--- config.mk ---
export PLATFORM = sky130hd
export DESIGN_NAME = join_vector
export DESIGN_NICKNAME = d
export VERILOG_FILES = /design/src/rtl/join_vector_pkg.sv /design/src/rtl/join_vector.sv
export SDC_FILE = /design/constraint.sdc
export NUM_CORES = 1
export LEC_CHECK = 0
export CORE_AREA = 3 3 299 301
export DETAILED_ROUTE_END_ITERATION = 8
export DIE_AREA = 0 0 302 304
export HOLD_SLACK_MARGIN = 0.08
export SLEW_MARGIN = 30
export SYNTH_ARGS = -nofsm -noshare
export SYNTH_HDL_FRONTEND = slang
export SYNTH_SLANG_ARGS = --single-unit
--- constraint.sdc ---
create_clock -name CLK -period 2.65 [get_ports CLK]
set_input_delay 0.265 -clock CLK [delete_from_list [all_inputs] [get_ports CLK]]
set_output_delay 0.265 -clock CLK [all_outputs]
set_load 0.05 [all_outputs]
--- src/rtl/join_vector_pkg.sv ---
// Shared vector-unit definitions: gather/scatter FSM states and default
// vector geometry, common to the join (gather) and fork (scatter) sides.
package join_vector_pkg;

   // Default element width, elements per vector register, lanes per chunk
   localparam int unsigned DEF_N = 32;
   localparam int unsigned DEF_V = 20;
   localparam int unsigned DEF_L = 4;

   typedef enum logic [1:0] {
      IDLE    = 2'd0,
      COLLECT = 2'd1,
      DONE    = 2'd2
   } state_t;

endpackage : join_vector_pkg

--- src/rtl/join_vector.sv ---
// Gathers V/L chunks of L lane results into one V-element vector register
// image, then pulses done_o for one cycle with the assembled vector.
module join_vector
   import join_vector_pkg::*;
#(
   parameter int unsigned N = DEF_N,
   parameter int unsigned V = DEF_V,
   parameter int unsigned L = DEF_L
) (
   input  logic                      CLK,
   input  logic                      RST,
   input  logic                      start_i,
   input  logic                      valid_i,
   input  logic [L-1:0][N-1:0]       Vec_R_i,
   output logic                      ready_o,
   output logic                      busy_o,
   output logic                      done_o,
   output logic [V-1:0][N-1:0]       WD_VEC_o
);

   localparam int unsigned C  = V / L;
   localparam int unsigned KW = (C > 1) ? $clog2(C) : 1;
   localparam int unsigned IW = (V > 1) ? $clog2(V) : 1;
   localparam logic [KW-1:0] LAST = KW'(C - 1);

   // Geometry guard: a vector must split into whole chunks
   if ((V % L) != 0 || L == 0) begin : g_geom_check
      $error("join_vector: V (%0d) must be a non-zero multiple of L (%0d)", V, L);
   end

   state_t          state_q, state_d;
   logic [KW-1:0]   cnt_q;
   logic            clr;
   logic            acc;
   logic [IW-1:0]   base;

   assign base = IW'(32'(cnt_q) * L);

   // State register
   always_ff @(posedge CLK or negedge RST) begin
      if (!RST) state_q <= IDLE;
      else      state_q <= state_d;
   end

   // Next-state decode plus clear/accept strobes for the datapath
   always_comb begin
      state_d = state_q;
      clr     = 1'b0;
      acc     = 1'b0;
      case (state_q)
         IDLE: begin
            if (start_i) begin
               state_d = COLLECT;
               clr     = 1'b1;
            end
         end
         COLLECT: begin
            if (valid_i) begin
               acc = 1'b1;
               if (cnt_q == LAST) state_d = DONE;
            end
         end
         DONE: begin
            if (start_i) begin
               state_d = COLLECT;
               clr     = 1'b1;
            end else begin
               state_d = IDLE;
            end
         end
         default: state_d = IDLE;
      endcase
   end

   // Chunk counter: cleared on start, wraps after the last chunk
   always_ff @(posedge CLK or negedge RST) begin
      if (!RST)               cnt_q <= '0;
      else if (clr)           cnt_q <= '0;
      else if (acc)           cnt_q <= (cnt_q == LAST) ? '0 : cnt_q + KW'(1);
   end

   // Result vector: cleared on start, chunk k lands at elements k*L .. k*L+L-1
   always_ff @(posedge CLK or negedge RST) begin
      if (!RST)               WD_VEC_o <= '0;
      else if (clr)           WD_VEC_o <= '0;
      else if (acc)           WD_VEC_o[base +: L] <= Vec_R_i;
   end

   // Status outputs decode straight from the state register
   always_comb begin
      ready_o = (state_q == COLLECT);
      busy_o  = (state_q == COLLECT);
      done_o  = (state_q == DONE);
   end

endmodule : join_vector
### After elaboration in Yosys (flattened, before gate mapping)

Cells that the tools add are included.

* eq/ne operators: 6
* shift operators: 33
* reductions and logical operators: 4
* muxes and demuxes: 15
* $add $sub $neg: 2

Operator list (number)
* 640-bit 2-to-1 mux: 2
* 640-bit bitwise mux: 1
* 4-bit by 7-bit indexed part select with 20-bit output: 32
* 4-bit by 7-bit variable shift with 20-bit output, first input constant: 1
* 3-bit 2-to-1 mux: 3
* 5-bit negator with 7-bit output: 1
* 2-bit 2-to-1 mux: 3
* 2-bit one-hot mux with 3 select lines: 1
* 1-bit 2-to-1 mux: 5
* 2-bit != test, second input constant: 2
* 3-bit by 1-bit adder with 3-bit output, second input constant: 1
* 3-bit equality test, second input constant: 1
* 3-bit AND reduction: 1
* 2-bit by 1-bit equality test with 1-bit output, second input constant: 1
* 2-bit equality test, second input constant: 1
* 2-bit zero test: 1
* 2-bit by 1-bit != test with 1-bit output, second input constant: 1
* 2-bit nonzero test: 1
* 2-bit OR reduction: 1

* output and inout port bits: 643
* input bits: 132
* bits in registers: 645

### Depth between registers and ports, before layout

* depth after elaboration: 5
* depth in mapped cells: 10

### Worst setup path after synthesis

OpenSTA, ideal clock, no wires.

* path type: reg-to-reg
* from: register cnt_q[0]
* to: register WD_VEC_o[512] (netlist bit)
* arrival: 2106 ps
* slack: 465 ps
* period minus slack after synthesis: 2185 ps
* stages on the path, launching flop included: 11
* library setup time: 79 ps
* cells stage by stage: dfrtp_1 buf_2 inv_1 ha_1 ha_1 nor2b_1 o2111ai_1 clkbuf_1 buf_2 buf_4 mux2i_1

* longest elaborated chain between the ends: 5
* elaborated cells on any way between the ends: 6
* classes of those cells: add/sub: 1; shift: 2; mux: 3

RTL lines
* from (decl): RTL line join_vector.sv:32 `logic [KW-1:0] cnt_q;`
* from (signal assigned): RTL line join_vector.sv:79 `else if (acc) cnt_q <= (cnt_q == LAST) ? '0 : cnt_q + KW'(1);`
* 5-bit negator with 7-bit output (*): RTL line join_vector.sv:86 `else if (acc) WD_VEC_o[base +: L] <= Vec_R_i;`
* 4-bit by 7-bit indexed part select with 20-bit output / 4-bit by 7-bit variable shift with 20-bit output (equally long branches): RTL line join_vector.sv:86
* 640-bit bitwise mux (*): RTL line join_vector.sv:86
* 640-bit 2-to-1 mux (*): RTL line join_vector.sv:86
* 640-bit 2-to-1 mux (*): RTL line join_vector.sv:85 `else if (clr) WD_VEC_o <= '0;`
* to (signal, indexed assignment): RTL line join_vector.sv:86
* to (decl): RTL line join_vector.sv:18 `output logic [V-1:0][N-1:0] WD_VEC_o`

Every way passes the cells marked *; elsewhere a longest branch is shown, timed or not. The select of a mux whose other input is x is not followed.
A chain may end at the register's enable or synchronous reset.

### Worst setup path after layout

* from: register cnt_q[0]
* to: register WD_VEC_o[577] (netlist bit)

Same word-level chain as after synthesis.

==> run_results.csv <==
group,metric,value,unit
run,max_cap_viol_count,0,
critical_path,cpMostUsedCell,"ha_1",
critical_path,critPathMaxFanout,59,
critical_path,critPathSlowestCell,"nor2b_1",
clocking,cts.sinks,645,
grt,grt_overflow_total,0,
synth,synth_edf_count,0,
timing,maxSlewHeadroom,0.398,
outcome,status,"completed",
synth,synth_common_cells,"dfrtp_1, nand2_1, mux2i_1",
clocking,h-tree-depth,3,
clocking,tritoncts,"yes",
critical_path,critical_path.top_delay_family,"adder cells",
placement,hpwl,71300,um
routing,avgViaCountPerCell,5.02,
timing,rsz0062_at_grt,"no",
floorplan,die_h,304,um
synth,synth_area,0.0276,sq mm
grt,first_global_vias,23300,
timing,finalCriticalPeriod,2380,ps
routing,drc,0,
timing,worst_hold_slack,233,ps
critical_path,endpoint_kind,"flip-flop",
timing,fmax,420,MHz
clocking,clkSlewWorstSetupHoldPaths,60,ps
synth,synth.avg_cell_area,10.2,sq um
routing,wl_met1,43000,um
synth,syn_inst,2714,
floorplan,core,0.0869,sq mm
layout,multi_input_area,0.00995,sq mm
synth,synth_nets,2851,
critical_path,path_cells,"inv_1, ha_1, ha_1, nor2b_1, o2111ai_4, buf_12, mux2i_1",
layout,regArea,0.0161,sq mm
worst_hold_path,hold_path_class,"in -> async",
floorplan,dieArea,0.0918,sq mm
critical_path,worstPathRequired,3100,ps
routing,dr_wl_met3,9140,um
pwr,p_leak,19.7,nW
routing,highest_layer,"met5",
timing,clock_skew,36.2,ps
clocking,numCtsBuffers,74,
timing,finalCritPeriodShare,0.899,
placement,place_area,0.0369,sq mm
grt,grt_max_degree,133,
synth,yosys_most_used_dff,"dfrtp_1",
critical_path,max_stage_delay,370,ps
grt,antenna_found_initial,4,
synth,synth_seq_cells,645,
layout,post-route-util,0.456,
synth,post_synth_num_cell_types,27,
synth,synth_most_common_cell,"dfrtp_1",
layout,syn_to_final_growth,43.6,%
routing,wire_per_inst,22.6,um
timing,worst_pin_slew,903,ps
routing,route.met2.wl,48600,um
routing,antenna_left,0,
timing,hold_violations,0,
floorplan,initial_utilization,0.317,
clocking,root_buffer,"clkbuf_16",
critical_path,worstPathArrival,2830,ps
timing,tns,0,ps
timing,setup_viol,0,
critical_path,start_kind,"flip-flop",
critical_path,critical_path_class,"reg -> reg",
pwr,design_power_total,62.6,mW
pwr,p_per_area,1580,mW/mm^2
placement,place.gp.congestion,0.828,
synth,synth_area_leaders,"dfrtp_1, mux2i_1, nand2_1",
routing,drt-initial-drc-count,1621,
synth,yosys_warnings,0,
routing,wl,105000,um
timing,slew_violations,0,
floorplan,rows,108,
grt,grt_pass1_wl,156000,um
grt,grt_usage,0.221,
layout,fillers,8269,
floorplan,fp.dieW,302,um
clocking,post_cts_buffers,0,
floorplan,boundaryPins,775,
pwr,peakVddDrop,1.04,mV
placement,io_buffers,774,
synth,yosys.area.top_type,"dfrtp_1",
routing,routed-via-count,23200,
routing,dr.pass1.iters,5,
synth,yosysTopAreaCellShare,0.585,
layout,final_area,0.0396,sq mm
layout,drive_above_1_share,0.0630,
clocking,clockBufferDepth,3,
synth,synthArstFlopShare,1.00,
clocking,insertion_delay,620,ps
synth,ys_seq_area_frac,0.585,
layout,num-nets-final,3545,
critical_path,path_buf_inv,2,
## final cells by class
type,instances,area share
Tap cell,1155,0.0365
Clock inverter,30,0.0129
Multi-Input combinational cell,1701,0.251
Clock buffer,101,0.0539
Inverter,124,0.0118
Antenna cell,4,0.000253
Timing Repair Buffer,862,0.226
Sequential cell,645,0.408
## power by group
part / switching (mW) / internal [mW]
combinational: 24.3 / 10.4
clock: 4.40 / 6.67
sequential: 2.58 / 14.2
total: 31.3 / 31.3
## kinds of logic after synthesis
logic type / after synthesis / share of synthesized area
buf+inv: 368 / 0.0564
simple gates: 793 / 0.122
compound gates: 519 / 0.0947
fa+ha+maj: 5 / 0.00227
flops: 645 / 0.585
mux: 384 / 0.139
## routing by layer
layer / GRT usage / vias up
li1: - / 10500
met1: 0.288 / 11500
met2: 0.351 / 1005
met3: 0.0606 / 169
met4: 0.0825 / 2
met5: 0 / -
## worst reg2reg max path: stages (launching register included)
cell,delay (ps)
dfrtp_1,340
inv_1,60
ha_1,230
ha_1,300
nor2b_1,370
o2111ai_4,230
buf_12,240
mux2i_1,470
## placed cells by master (no fill, tap or decap), types with 5 or more instances in the layout
cell type,instances
a21oi_1,259
buf_12,42
buf_4,45
bufinv_16,10
clkbuf_1,9
clkbuf_16,74
clkbuf_8,18
clkdlybuf4s50_1,771
clkinv_2,11
dfrtp_1,645
ha_1,5
inv_1,124
mux2i_1,384
nand2_1,517
nand3_1,258
o21ai_0,252
o21ai_1,5
## final timing paths
| kind | depth (start not counted) | slack (ps) | endpoint | from |
|---|---|---|---|---|
| worst max-delay path | 7 | 270 | WD_VEC_o[577] | cnt_q[0] |
| min in group CLK | 3 | 290 | WD_VEC_o[40] | Vec_R_i[40] |
| max in group asynchronous | 3 | 1520 | WD_VEC_o[274] | RST |
| worst max register to register | 7 | 270 | WD_VEC_o[577] | cnt_q[0] |
| worst min-delay path | 2 | 230 | WD_VEC_o[595] | RST |
| worst min register to register | 2 | 520 | WD_VEC_o[77] | WD_VEC_o[77] |
## sequential cells by signal, indices dropped and copies added (netlist names)
signal	flops
WD_VEC_o	640
state_q	2
cnt_q	3
## what timing repair did
action,CTS,global route
setup endpoints to repair,2,0
hold buffers,1,0
endpoints found under the hold margin,118,0
gates resized for setup,2,0
## stage by stage
step | setup WS [ps] | instances
floorplan | 465 | 2714
global placement | 334 | 4486
detailed placement | 316 | 4486
CTS | 200 | 4618
global route | 149 | 4620
finish | 267 | 4622
No activity file was read; power rests on OpenSTA's default activity.
